$ cat config.mk
export PLATFORM = sky130hd
export DESIGN_NAME = acc_core_mc
export DESIGN_NICKNAME = d
export VERILOG_FILES = /design/src/rtl/acc_core_mc.sv
export SDC_FILE = /design/constraint.sdc
export NUM_CORES = 1
export LEC_CHECK = 0
export ABC_AREA = 1
export BUFFER_PORTS_ARGS = -buffer_cell sky130_fd_sc_hd__buf_4
export CAP_MARGIN = 40
export CELL_PAD_IN_SITES_DETAIL_PLACEMENT = 1
export CELL_PAD_IN_SITES_GLOBAL_PLACEMENT = 1
export CORE_ASPECT_RATIO = 0.8
export CORE_MARGIN = 2
export CORE_UTILIZATION = 35
export DETAILED_ROUTE_END_ITERATION = 8
export HOLD_SLACK_MARGIN = 0.03
export PLACE_DENSITY_LB_ADDON = 0.1
export SYNTH_ARGS = -nofsm -noshare
export SYNTH_HDL_FRONTEND = slang
export SYNTH_SLANG_ARGS = --single-unit
$ cat constraint.sdc
create_clock -name clk -period 4.6 [get_ports clk]
set_input_delay 0.46 -clock clk [delete_from_list [all_inputs] [get_ports clk]]
set_output_delay 0.46 -clock clk [all_outputs]
set_load 0.005 [all_outputs]
$ cat src/rtl/acc_core_mc.sv
// Multi-cycle accumulator core: FETCH/EXEC/MEM/HALT sequencing with req/ack
// instruction and data memory ports, relative branches and a retired counter.
module acc_core_mc #(
  parameter int unsigned DW   = 8,
  parameter int unsigned IW   = 9,
  parameter int unsigned NREG = 16,
  parameter int unsigned PCW  = 16,
  parameter int unsigned CW   = 16
) (
  input  logic           clk,
  input  logic           reset,
  output logic           im_req,
  output logic [PCW-1:0] im_addr,
  input  logic [IW-1:0]  im_rdata,
  input  logic           im_ack,
  output logic           dm_req,
  output logic           dm_we,
  output logic [DW-1:0]  dm_addr,
  output logic [DW-1:0]  dm_wdata,
  input  logic [DW-1:0]  dm_rdata,
  input  logic           dm_ack,
  output logic           done,
  output logic [CW-1:0]  retired
);

  localparam int unsigned FW   = IW - 4;
  localparam int unsigned PTRW = (NREG > 1) ? $clog2(NREG) : 1;

  if (PTRW > FW) begin : g_cfg_check
    $error("acc_core_mc: clog2(NREG) must not exceed IW-4");
  end

  typedef enum logic [1:0] {S_FETCH, S_EXEC, S_MEM, S_HALT} state_t;
  typedef enum logic [3:0] {
    OP_LDR = 4'h0, OP_STR, OP_LDI, OP_ADD, OP_SUB, OP_AND, OP_XOR, OP_SHL,
    OP_LDM, OP_STM, OP_BRZ, OP_BRN, OP_JMP
  } op_t;

  state_t          r_state;
  logic [PCW-1:0]  r_pc;
  logic [DW-1:0]   r_acc;
  logic            r_z;
  logic            r_neg;
  logic [DW-1:0]   r_rf [NREG];
  logic [IW-1:0]   r_ir;
  logic            r_done;
  logic [CW-1:0]   r_retired;

  op_t             w_op;
  logic [FW-1:0]   w_f;
  logic [PTRW-1:0] w_ptr;
  logic [DW-1:0]   w_imm;
  logic [PCW-1:0]  w_off;
  logic [DW-1:0]   w_rf_val;
  logic [DW-1:0]   w_alu;
  logic            w_acc_wr;
  logic            w_taken;

  assign w_op     = op_t'(r_ir[IW-1 -: 4]);
  assign w_f      = r_ir[FW-1:0];
  assign w_ptr    = w_f[PTRW-1:0];
  assign w_imm    = DW'(w_f);
  assign w_off    = PCW'($signed(w_f));
  assign w_rf_val = r_rf[w_ptr];

  always_comb begin
    w_alu    = r_acc;
    w_acc_wr = 1'b1;
    w_taken  = 1'b0;
    case (w_op)
      OP_LDR:  w_alu = w_rf_val;
      OP_LDI:  w_alu = w_imm;
      OP_ADD:  w_alu = r_acc + w_rf_val;
      OP_SUB:  w_alu = r_acc - w_rf_val;
      OP_AND:  w_alu = r_acc & w_rf_val;
      OP_XOR:  w_alu = r_acc ^ w_rf_val;
      OP_SHL:  w_alu = r_acc << 1;
      OP_BRZ:  begin w_acc_wr = 1'b0; w_taken = r_z;   end
      OP_BRN:  begin w_acc_wr = 1'b0; w_taken = r_neg; end
      OP_JMP:  begin w_acc_wr = 1'b0; w_taken = 1'b1;  end
      default: w_acc_wr = 1'b0;
    endcase
  end

  always_ff @(posedge clk or negedge reset) begin
    if (!reset) begin
      r_state   <= S_FETCH;
      r_pc      <= '0;
      r_acc     <= '0;
      r_z       <= 1'b1;
      r_neg     <= 1'b0;
      r_ir      <= '0;
      r_done    <= 1'b0;
      r_retired <= '0;
      for (int unsigned i = 0; i < NREG; i++) r_rf[i] <= '0;
    end else begin
      unique case (r_state)
        S_FETCH: begin
          if (im_ack) begin
            r_ir    <= im_rdata;
            r_state <= S_EXEC;
          end
        end
        S_EXEC: begin
          if (w_op == OP_LDM || w_op == OP_STM) begin
            r_state <= S_MEM;
          end else if (w_op == OP_JMP && w_f == '0) begin
            r_state   <= S_HALT;
            r_done    <= 1'b1;
            r_retired <= r_retired + CW'(1);
          end else begin
            if (w_acc_wr) begin
              r_acc <= w_alu;
              r_z   <= (w_alu == '0);
              r_neg <= w_alu[DW-1];
            end
            if (w_op == OP_STR) r_rf[w_ptr] <= r_acc;
            r_pc      <= w_taken ? r_pc + w_off : r_pc + PCW'(1);
            r_retired <= r_retired + CW'(1);
            r_state   <= S_FETCH;
          end
        end
        S_MEM: begin
          if (dm_ack) begin
            if (w_op == OP_LDM) begin
              r_acc <= dm_rdata;
              r_z   <= (dm_rdata == '0);
              r_neg <= dm_rdata[DW-1];
            end
            r_pc      <= r_pc + PCW'(1);
            r_retired <= r_retired + CW'(1);
            r_state   <= S_FETCH;
          end
        end
        S_HALT: ;
      endcase
    end
  end

  // Reset parks the FSM in FETCH, so the fetch request is masked by reset itself.
  assign im_req   = (r_state == S_FETCH) && reset;
  assign im_addr  = r_pc;
  assign dm_req   = (r_state == S_MEM);
  assign dm_we    = (w_op == OP_STM);
  assign dm_addr  = w_rf_val;
  assign dm_wdata = r_acc;
  assign done     = r_done;
  assign retired  = r_retired;

endmodule

* Word-level counts from Yosys, hierarchy flattened *
Index checks and enable logic that the tools add are counted.

storage, ports and cells
  register bits = 182
  bits of input ports = 21
  output and inout port bits = 52

cells by class
  $add $sub $neg = 5
  order comparisons = 2
  equal/unequal tests = 20
  muxes and demuxes = 40
  bitwise operators = 5
  reduce and logical (&&, ||, !) cells = 19

operators by type and width
  kind                                                  number
  bitwise mux 128 bit                                   1
  2-to-1 mux 16 bit                                     6
  2-to-1 mux 8 bit                                      8
  case mux 16 bit (2 select lines)                      2
  case mux 8 bit (7 select lines)                       1
  adder 16 x 1 -> 16 bit (second input constant)        2
  binary-select mux 8 bit (select 4 bit)                1
  demux 8 bit (select 4 bit)                            1
  equality test 4 bit (second input constant)           5
  adder 16 bit                                          1
  equality test 4 x 3 -> 1 bit (second input constant)  4
  zero test 8 bit                                       2
  case mux 8 bit (2 select lines)                       1
  2-to-1 mux 1 bit                                      11
  AND reduction 3 bit                                   3
  adder 8 bit                                           1
  bitwise AND 8 bit                                     1
  equality test 4 x 2 -> 1 bit (second input constant)  2
  2-to-1 mux 2 bit                                      4
  != test 2 bit (second input constant)                 4
  AND reduction 4 bit                                   2
  subtractor 8 bit                                      1
  bitwise XOR 8 bit                                     1
  OR reduction 7 bit                                    1
  other kinds (20)                                      25

* Longest topological paths before layout *
Gate-level depths: netlist (run 1).

  word-level depth = 11
  depth in mapped cells = 33
  gate-level depth less buffers = 32

* Worst setup path after synthesis (run 1) *
No wires, ideal clock.

  path type = flip-flop to flip-flop
  start point = reg r_ir[0]
  end point = reg r_z
  library setup time = 0.073 ns
  arrival = 3.448 ns
  data required time = 4.527 ns
  path slack = 1.079 ns
  stages on the path, launching flop included = 28
  buffers on the path = 1
  clock period less this slack = 3.521 ns
  cells stage by stage = dfrtp_1 inv_2 clkbuf_1 nand3_1 nand4_1 nand2_1 nand2_1 inv_1 nand2_1 inv_1 ha_1 o21ai_0 inv_1 fa_1 inv_1 nand3_1 nand2_1 nand2_1 nand2_1 a21oi_1 or2_2 nand3_1 nand3_1 o21ai_0 nand2_1 nor2_1 nand2_1 a21oi_1

on the way
  longest elaborated chain between the ends = 11

ends and longest elaborated chain
  element                                                line  text
  start, declared                                        45    logic [IW-1:0] r_ir;
  start signal, assigned                                 100   r_ir <= im_rdata;
  NOT 4 -> 5 bit (not written as such) *                 64    assign w_rf_val = r_rf[w_ptr];
  binary-select mux 8 bit (select 4 bit) *               64
  2-to-1 mux 8 bit (not written as such) * (2 in a row)  64
  net dm_addr[0]                                         18    output logic [DW-1:0] dm_addr,
  subtractor 8 bit (tied with other cells)               74    OP_SUB: w_alu = r_acc - w_rf_val;
  case mux 8 bit (7 select lines) *                      70    case (w_op)
  zero test 8 bit *                                      114   r_z <= (w_alu == '0);
  2-to-1 mux 1 bit *                                     112   if (w_acc_wr) begin
  2-to-1 mux 1 bit *                                     107   end else if (w_op == OP_JMP && w_f == '0) begin
  2-to-1 mux 1 bit *                                     105   if (w_op == OP_LDM || w_op == OP_STM) begin
  case mux 1 bit (2 select lines) *                      97    unique case (r_state)
  end signal, assigned                                   114
  end signal, assigned                                   127   r_z <= (dm_rdata == '0);
  end, declared                                          42    logic r_z;

The timed path passes the listed nets; every way through them passes the cells marked *. The select of a mux whose other input is x is not followed.
A chain may end at the register's enable or synchronous reset.

* Worst setup path in the final report (run 1) *
  start point = reg r_ir[0]
  end point = reg r_z

on the way
  longest elaborated chain between the ends = 11

ends and longest elaborated chain
  element                                              line
  NOT 4 -> 5 bit (not written as such)                 64
  binary-select mux 8 bit (select 4 bit)               64
  2-to-1 mux 8 bit (not written as such) (2 in a row)  64
  subtractor 8 bit (tied with other cells)             74
  case mux 8 bit (7 select lines)                      70
  zero test 8 bit                                      114
  2-to-1 mux 1 bit                                     112
  2-to-1 mux 1 bit                                     107
  2-to-1 mux 1 bit                                     105
  case mux 1 bit (2 select lines)                      97

Several ways; a longest one is shown, not always the timed one. The select of a mux whose other input is x is not followed.

==> results of run 1 <==
==> worst max-delay path: stages, from the launching register on <==
cell	delay, ps
dfrtp_2	430
inv_2	480
nand3_1	150
nand4_1	120
nand2_1	50
nand2_1	80
inv_1	40
nand2_1	100
inv_1	60
ha_1	280
o21ai_0	260
inv_1	100
fa_1	430
inv_1	70
nand3_1	60
nand2_1	90
nand2_1	70
nand2_1	60
a21oi_1	70
or2_2	270
nand3_1	70
nand3_1	70
o21ai_0	130
nand2_1	80
nor2_1	110
nand2_1	60
a21oi_1	130
==> metal layers <==
metal,vias up,wire length (um),share of wire
met5,-,0,0
li1,4636,-,-
met3,21,862,0.026
met1,4577,17700,0.53
met4,0,301,0.0090
met2,113,14700,0.44
==> worst paths after layout <==
kind	start	to	slack [ps]	cells after the start
worst min register to register	retired[15]	retired[15]	470	1
worst max-delay path	r_ir[0]	r_z	600	26
worst min-delay path	im_rdata[4]	r_ir[4]	240	2
max in group asynchronous	reset	r_ir[0]	2770	3
min in group asynchronous	reset	r_rf[86]	540	2
worst max register to register	r_ir[0]	r_z	600	26
==> stage by stage <==
| step | hold WS [ps] | setup WS (ps) | instances | instance area [sq um] | util |
|---|---|---|---|---|---|
| 2_1_floorplan | 164 | 1080 | 1409 | 10300 | - |
| 3_3_place_gp | 457 | 704 | 1811 | 11100 | 0.383 |
| 3_5_place_dp | 463 | 613 | 1816 | 11200 | 0.386 |
| 4_1_cts | 213 | 584 | 1849 | 11800 | 0.406 |
| 5_1_grt | 236 | 101 | 1849 | 11800 | 0.406 |
| 6_report | 236 | 599 | 1849 | 11800 | 0.406 |
==> what timing repair did <==
item,CTS,global route
hold buffers,1,0
endpoints found under the hold margin,39,0
buffers inserted,0,0
==> cell families after synthesis <==
group | after synthesis | share of synthesized area
mux | 1 | 0.00110
fa+ha+maj | 35 | 0.0441
buf+inv | 148 | 0.0572
xor+xnor | 34 | 0.0290
flops | 181 | 0.441
compound gates | 257 | 0.135
simple gates | 753 | 0.292
==> cells in the mapped netlist, types with 2 or more instances <==
| master | n |
|---|---|
| a211oi_1 | 2 |
| a21boi_0 | 2 |
| a21o_1 | 2 |
| a21oi_1 | 43 |
| a221oi_1 | 2 |
| a22oi_1 | 4 |
| a31oi_1 | 4 |
| buf_2 | 16 |
| buf_4 | 3 |
| clkbuf_1 | 43 |
| dfrtp_1 | 180 |
| fa_1 | 2 |
| ha_1 | 33 |
| inv_1 | 78 |
| inv_2 | 7 |
| nand2_1 | 593 |
| nand3_1 | 52 |
| nand4_1 | 9 |
| nor2_1 | 68 |
| nor2_2 | 4 |
| nor3_1 | 11 |
| nor4_1 | 3 |
| o2111ai_1 | 2 |
| o211ai_1 | 9 |
| o21ai_0 | 172 |
| o21bai_1 | 2 |
| o22ai_1 | 5 |
| o31ai_1 | 3 |
| or2_2 | 6 |
| xnor2_1 | 10 |
| xor2_1 | 24 |
==> sequential cells by signal (all words and copies together), names as in the netlist <==
name      flops
r_ir          9
dm_wdata      7
done          1
r_neg         1
r_z           1
r_state       2
retired      16
r_rf        128
im_addr      16
==> layout by cell type (no fill, tap or decap), drive strengths merged, types with 2 or more instances in the layout <==
cell      netlist  layout
nand2         593     593
dfrtp         180     180
o21ai         174     174
buf            19      91
inv            85      90
nor2           73      73
nand3          52      52
a21oi          43      43
ha             33      33
xor2           24      24
clkbuf         43      21
nor3           11      11
xnor2          10      10
nand4          10      10
o211ai          9       9
or2             6       6
o22ai           5       5
clkinv          1       5
a31oi           4       4
a22oi           4       4
nor4            3       3
o31ai           3       3
a221oi          2       2
o2111ai         2       2
a211oi          2       2
o21bai          2       2
a21o            2       2
a21boi          2       2
fa              2       2
clkinvlp        0       2
nor3b           2       2
==> power groups by stage <==
| stage | clock network, uW | registers, uW | logic (uW) |
|---|---|---|---|
| floorplan | 0 | 1620 | 0.537 |
| global placement | 0 | 1620 | 51.7 |
| detailed placement | 0 | 1620 | 54.6 |
| CTS | 1540 | 1590 | 55.5 |
| global route | 1590 | 1590 | 60.5 |
| finish | 1490 | 1590 | 52.0 |
==> layout make-up <==
| class | instances | area (sq um) |
|---|---|---|
| Multi-Input combinational cell | 1080 | 5150 |
| Tap cell | 377 | 472 |
| Timing Repair Buffer | 93 | 757 |
| Clock inverter | 12 | 119 |
| Sequential cell | 181 | 4530 |
| Fill cell | 3593 | 17300 |
| Clock buffer | 20 | 457 |
| Inverter | 86 | 323 |
==> metrics.md, run 1 <==
| Metric | Value |
|---|---|
| Post-synthesis sequential area ratio | 0.441 |
| VDD IR max | 0.280 mV |
| Crit path launch type | flop |
| H-Tree Depth | 4 |
| Clock sinks | 181 |
| CTS max path bufs | 2 |
| CORE AREA | 29100 sq um |
| 1st-iter DRT viols | 436 |
| Top FF cell, synth | dfrtp_1 |
| Worst EP arrival | 4380 ps |
| Initial antenna violation count | 0 |
| Worst endpoint required time | 4980 ps |
| GRT overflow | 0 |
| Final period util | 0.870 |
| Clock Latency Late Sink | 450 ps |
| Antenna Cells | 0 |
| First-pass GRT wire length | 54.3 mm |
| Period minus WS final | 4000 ps |
| Slew margin rel. | 0.444 |
| DRC Markers | 0 |
| RSZ-0062 raised after global routing | no |
| Port bufs | 72 |
| Share of layout cells above drive strength 1 | 0.101 |
| Tot Pwr | 3130 uW |
| Synth area leader | dfrtp_1 |
| Vias post-DR | 9347 |
| Number of max-cap violations | 0 |
| Setup TNS | 0 ps |
| Final Hold Viols | 0 |
| Register bit total from synthesis | 181 |
| PwrDens | 265 nW/um^2 |
| Netlist cell types | 46 |
| Mapped Cells | 1409 |
| Leakage | 0.00593 uW |
| Skew final | 13.0 ps |
| FP Rows | 56 |
| CTS Buf Count | 17 |
| Logic pwr share | 0.017 |
| Full die area | 30700 sq um |
| Met1 Usage GRT | 0.337 |
| Post-synth EDFFs | 0 |
| Status | finished, final reports clean |
| Clk slew on worst S/H paths | 80 ps |
| Async set or reset register ratio after synthesis | 1.00 |
| GPL Wtd Cong | 0.845 |
| Die height | 157 um |
| Pint | 2390 uW |
| Resized cells post-CTS | 0 |
| Vias/cell | 5.06 |
| CTS tree | yes |
| Tightest Pin Transition | 833 ps |
| First drt pass iteration count | 5 |
| Nets | 1515 |
| Post-synth top area share | 0.439 |
| Slew Viols, Final | 0 |
| Sw Ratio | 0.236 |
| CP Max Fanout | 33 |
| Met3 GRT Util | 0.0306 |
| Synth top area cells | dfrtp_1 (44%), nand2_1 (22%), o21ai_0 (8.4%) |
| Setup CP Type | flop to flop |
| Largest net degree at the start of global routing | 61 |
| Final setup fails | 0 |
| Avg WL per Cell | 18.2 um |
| Antenna viol nets, final | 0 |
| Met2 global-route usage | 0.355 |
| Mapped Avg Cell Area | 7.29 sq um |
| Most Used Layer, Global Route | met2 |
| DP HPWL | 24.2 mm |
| Max Clk Rate | 0.250 GHz |
| Vias in the first global route | 9450 |
| NetSw | 740 uW |
| Post-synthesis net count | 1465 |
| Hold Path Class | input pin to flop |
| Total wire length | 33.6 mm |
| Synth Cell Area | 10300 sq um |
| Initial core utilization | 0.353 |
| Sequential Power Share | 0.508 |
| Total track usage | 0.228 |
| Crit path capture type | flop |
| Synth warn | 0 |
| Die width | 195 um |
| Clock Tree Root | clkbuf_16 |
| I/O Pins | 73 |
| Clk network pwr share | 0.476 |
| Layout Area Growth over Synthesis | 15.0% |
Power figures use the tool's default switching activity.
==> run 2: changes to the inputs <==
--- a/config.mk
+++ b/config.mk
@@ -5,7 +5,7 @@
 export SDC_FILE = /design/constraint.sdc
 export NUM_CORES = 1
 export LEC_CHECK = 0
-export ABC_AREA = 1
+export ABC_AREA = 0
 export BUFFER_PORTS_ARGS = -buffer_cell sky130_fd_sc_hd__buf_4
 export CAP_MARGIN = 40
 export CELL_PAD_IN_SITES_DETAIL_PLACEMENT = 1
@@ -16,6 +16,7 @@
 export DETAILED_ROUTE_END_ITERATION = 8
 export HOLD_SLACK_MARGIN = 0.03
 export PLACE_DENSITY_LB_ADDON = 0.1
+export SETUP_SLACK_MARGIN = 0.2
 export SYNTH_ARGS = -nofsm -noshare
 export SYNTH_HDL_FRONTEND = slang
 export SYNTH_SLANG_ARGS = --single-unit
==> run 2 against run 1 <==
Die area down 2.7%. Worst setup slack worse by 160 ps. Clock power up 5%. Sequential share of layout area down 0.26 points. Critical path type unchanged. Critical endpoint unchanged. Highest routed layer unchanged.
==> metrics.md, run 2 <==
| Metric | Value |
|---|---|
| DRC Markers | 0 |
| CP Max Fanout | 11 |
| CTS tree | yes |
| Tightest Pin Transition | 895 ps |
| Clock sinks | 181 |
| Top FF cell, synth | dfrtp_1 |
| Number of max-cap violations | 0 |
| Post-synthesis sequential area ratio | 0.454 |
| Mux cell area share after synthesis | 0.218 |
| First-pass GRT wire length | 45.8 mm |
| Vias post-DR | 7396 |
| Final setup fails | 0 |
| Combined area of the multi-input logic cells | 5160 sq um |
| Post-synthesis net count | 947 |
| Synth top cells by count | dfrtp_1 (180), mux2_2 (122), nand2_1 (73), nor2_1 (61), o21ai_0 (49) |
| Netlist cell types | 66 |
| Setup CP Type | flop to flop |
| Die width | 193 um |
| Nets | 1043 |
| Synth Area in Compound Gates | 0.104 |
| H-Tree Depth | 4 |
| CTS Buf Count | 17 |
| Sequential Power Share | 0.288 |
| Share of layout cells above drive strength 1 | 0.328 |
| Worst endpoint required time | 4970 ps |
| Synth area leader | dfrtp_1 |
| Pint | 4880 uW |
| Clock Latency Late Sink | 450 ps |
| Sw Ratio | 0.421 |
| Initial antenna violation count | 0 |
| DP HPWL | 21.1 mm |
| Synth top area cells | dfrtp_1 (45%), mux2_2 (14%), mux4_2 (7.2%) |
| Slew margin rel. | 0.403 |
| First drt pass iteration count | 4 |
| Leakage | 0.00547 uW |
| 1st-iter DRT viols | 424 |
| VDD IR max | 0.417 mV |
| PwrDens | 709 nW/um^2 |
| Most frequent cells in the layout | dfrtp_1 (178), mux2_2 (122), buf_4 (113) |
| Synth warn | 0 |
| Skew final | 19.5 ps |
| Port bufs | 72 |
| Antenna viol nets, final | 0 |
| Setup TNS | 0 ps |
| Largest family of logic cells by synthesized area | multiplexers |
| Avg WL per Cell | 21.3 um |
| NetSw | 3550 uW |
| Full die area | 29900 sq um |
| Vias/cell | 5.40 |
| Initial core utilization | 0.355 |
| Commonest non-fill, non-tap cell in the layout | dfrtp_1 |
| Mapped Cells | 891 |
| Clock Tree Root | clkbuf_16 |
| Max Clk Rate | 0.240 GHz |
| Biggest register | r_rf |
| Hold Buf Count CTS | 0 |
| Period minus WS final | 4160 ps |
| Crit path launch type | flop |
| Post-synth EDFFs | 0 |
| Vias in the first global route | 7506 |
| Max reg flops | 128 |
| Status | finished, final reports clean |
| Synth Area in Simple Gates | 0.111 |
| CTS max path bufs | 2 |
| Post-route worst setup slack | 438 ps |
| FP Rows | 55 |
| Clk network pwr share | 0.185 |
| Crit path capture type | flop |
| Slew Viols, Final | 0 |
| GPL Wtd Cong | 0.763 |
| Dpl ws | 209 ps |
| Async set or reset register ratio after synthesis | 1.00 |
| Clk slew on worst S/H paths | 70 ps |
| Synth Cell Area | 9980 sq um |
| Post-synthesis xor/xnor area fraction | 0.0360 |
| Antenna Cells | 0 |
| Die height | 155 um |
| Worst EP arrival | 4540 ps |
| CORE AREA | 28100 sq um |
| Layout Area Growth over Synthesis | 19.1% |
| Post-Synth Adder-Cell Area | 0.0454 |
| Logic pwr share | 0.527 |
| Total wire length | 29.2 mm |
| I/O Pins | 73 |
| Largest net degree at the start of global routing | 101 |
| Total track usage | 0.202 |
| Register bit total from synthesis | 181 |
| Mapped Avg Cell Area | 11.2 sq um |
| Most common cell in the netlist | dfrtp_1 |
| # fillers | 3055 |
| Storage cell area | 4530 sq um |
| Final Hold Viols | 0 |
| RSZ-0062 raised after global routing | no |
| Hold Path Class | input pin to asynchronous set/reset pin |
| Final period util | 0.905 |
| GRT overflow | 0 |
| Post-synth top area share | 0.451 |
## run 2: cell types whose count changed in the layout (fill, tap and decap cells not counted), moves of 11 or more
cell	previous run	this run
mux4_2	0	32
mux2_2	1	122
nand2_1	593	73
xor2_1	24	7
a22oi_1	4	15
nand3_1	52	19
buf_4	86	113
o21ai_0	172	48
inv_1	78	26
xnor2_1	10	34
## run 2: power by group through the flow
stage / registers [uW] / clock network, uW / logic (uW)
3_3_place_gp: 2490 / 0 / 4200
6_report: 2430 / 1560 / 4440
2_1_floorplan: 2260 / 0 / 3070
5_1_grt: 2500 / 1670 / 4910
4_1_cts: 2430 / 1610 / 4310
3_5_place_dp: 2460 / 0 / 4290
## run 2: cell families (layout without fill, tap and decap cells)
logic type               count (synthesis)  after routing
multiplexers                           159            159
AO/OA/AOI/OAI                          166            166
adder cells (fa/ha/maj)                 35             35
AND/OR/NAND/NOR                        233            233
XOR/XNOR                                41             41
buffers and inverters                   76            185
flip-flops                             181            181
## run 2: path summary, 6_finish.rpt
path	slack, ps	cells after the start	from	endpoint
min	60	1	reset	retired[6]
max in group asynchronous	3450	2	reset	r_rf[92]
max	440	15	r_ir[0]	r_z
min in group clk	230	3	im_rdata[7]	r_ir[7]
max reg2reg	440	15	r_ir[0]	r_z
min reg2reg	470	1	done	done
## run 2: critical path: stages, from the launching register on
cell and delay, ps:
dfrtp_2 470, buf_12 170, mux4_1 560, mux4_2 610, buf_4 190, xnor2_1 160
ha_1 290, nor2b_1 160, nor3_1 250, o21bai_1 140, a21oi_1 190, xnor2_1 100
a221oi_2 270, nand2_1 100, nor4_1 240, a221o_1 180
## run 2: area by class of cell
| type | instances | area share |
|---|---|---|
| Multi-Input combinational cell | 634 | 0.434 |
| Sequential cell | 181 | 0.381 |
| Timing Repair Buffer | 125 | 0.0852 |
| Tap cell | 370 | 0.0389 |
| Clock buffer | 19 | 0.0372 |
| Clock inverter | 13 | 0.0142 |
| Inverter | 28 | 0.00884 |
## run 2: metal layers
| layer | track usage | vias to the layer above | share of wire |
|---|---|---|---|
| met5 | 0 | - | 0 |
| met4 | 0.0349 | 0 | 0.0056 |
| met3 | 0.0352 | 8 | 0.032 |
| met2 | 0.283 | 88 | 0.42 |
| met1 | 0.324 | 3857 | 0.54 |
| li1 | - | 3443 | - |
## run 2: metrics by stage
| step | total power [uW] | cell area (sq um) | cells | hold WS [ps] | util |
|---|---|---|---|---|---|
| after detailed placement | 6750 | 11200 | 1325 | 457 | 0.396 |
| after global placement | 6690 | 11000 | 1311 | 461 | 0.391 |
| after CTS | 8350 | 11800 | 1357 | 88.4 | 0.418 |
| final | 8430 | 11900 | 1370 | 58.8 | 0.422 |
| after floorplan | 5330 | 9980 | 891 | 164 | - |
| after global routing | 9080 | 11900 | 1370 | 109 | 0.422 |
## run 2: repair_timing
item / in CTS / in global routing
setup buffers: 0 / 13
setup endpoints to repair: 0 / 3
resized for setup: 0 / 8
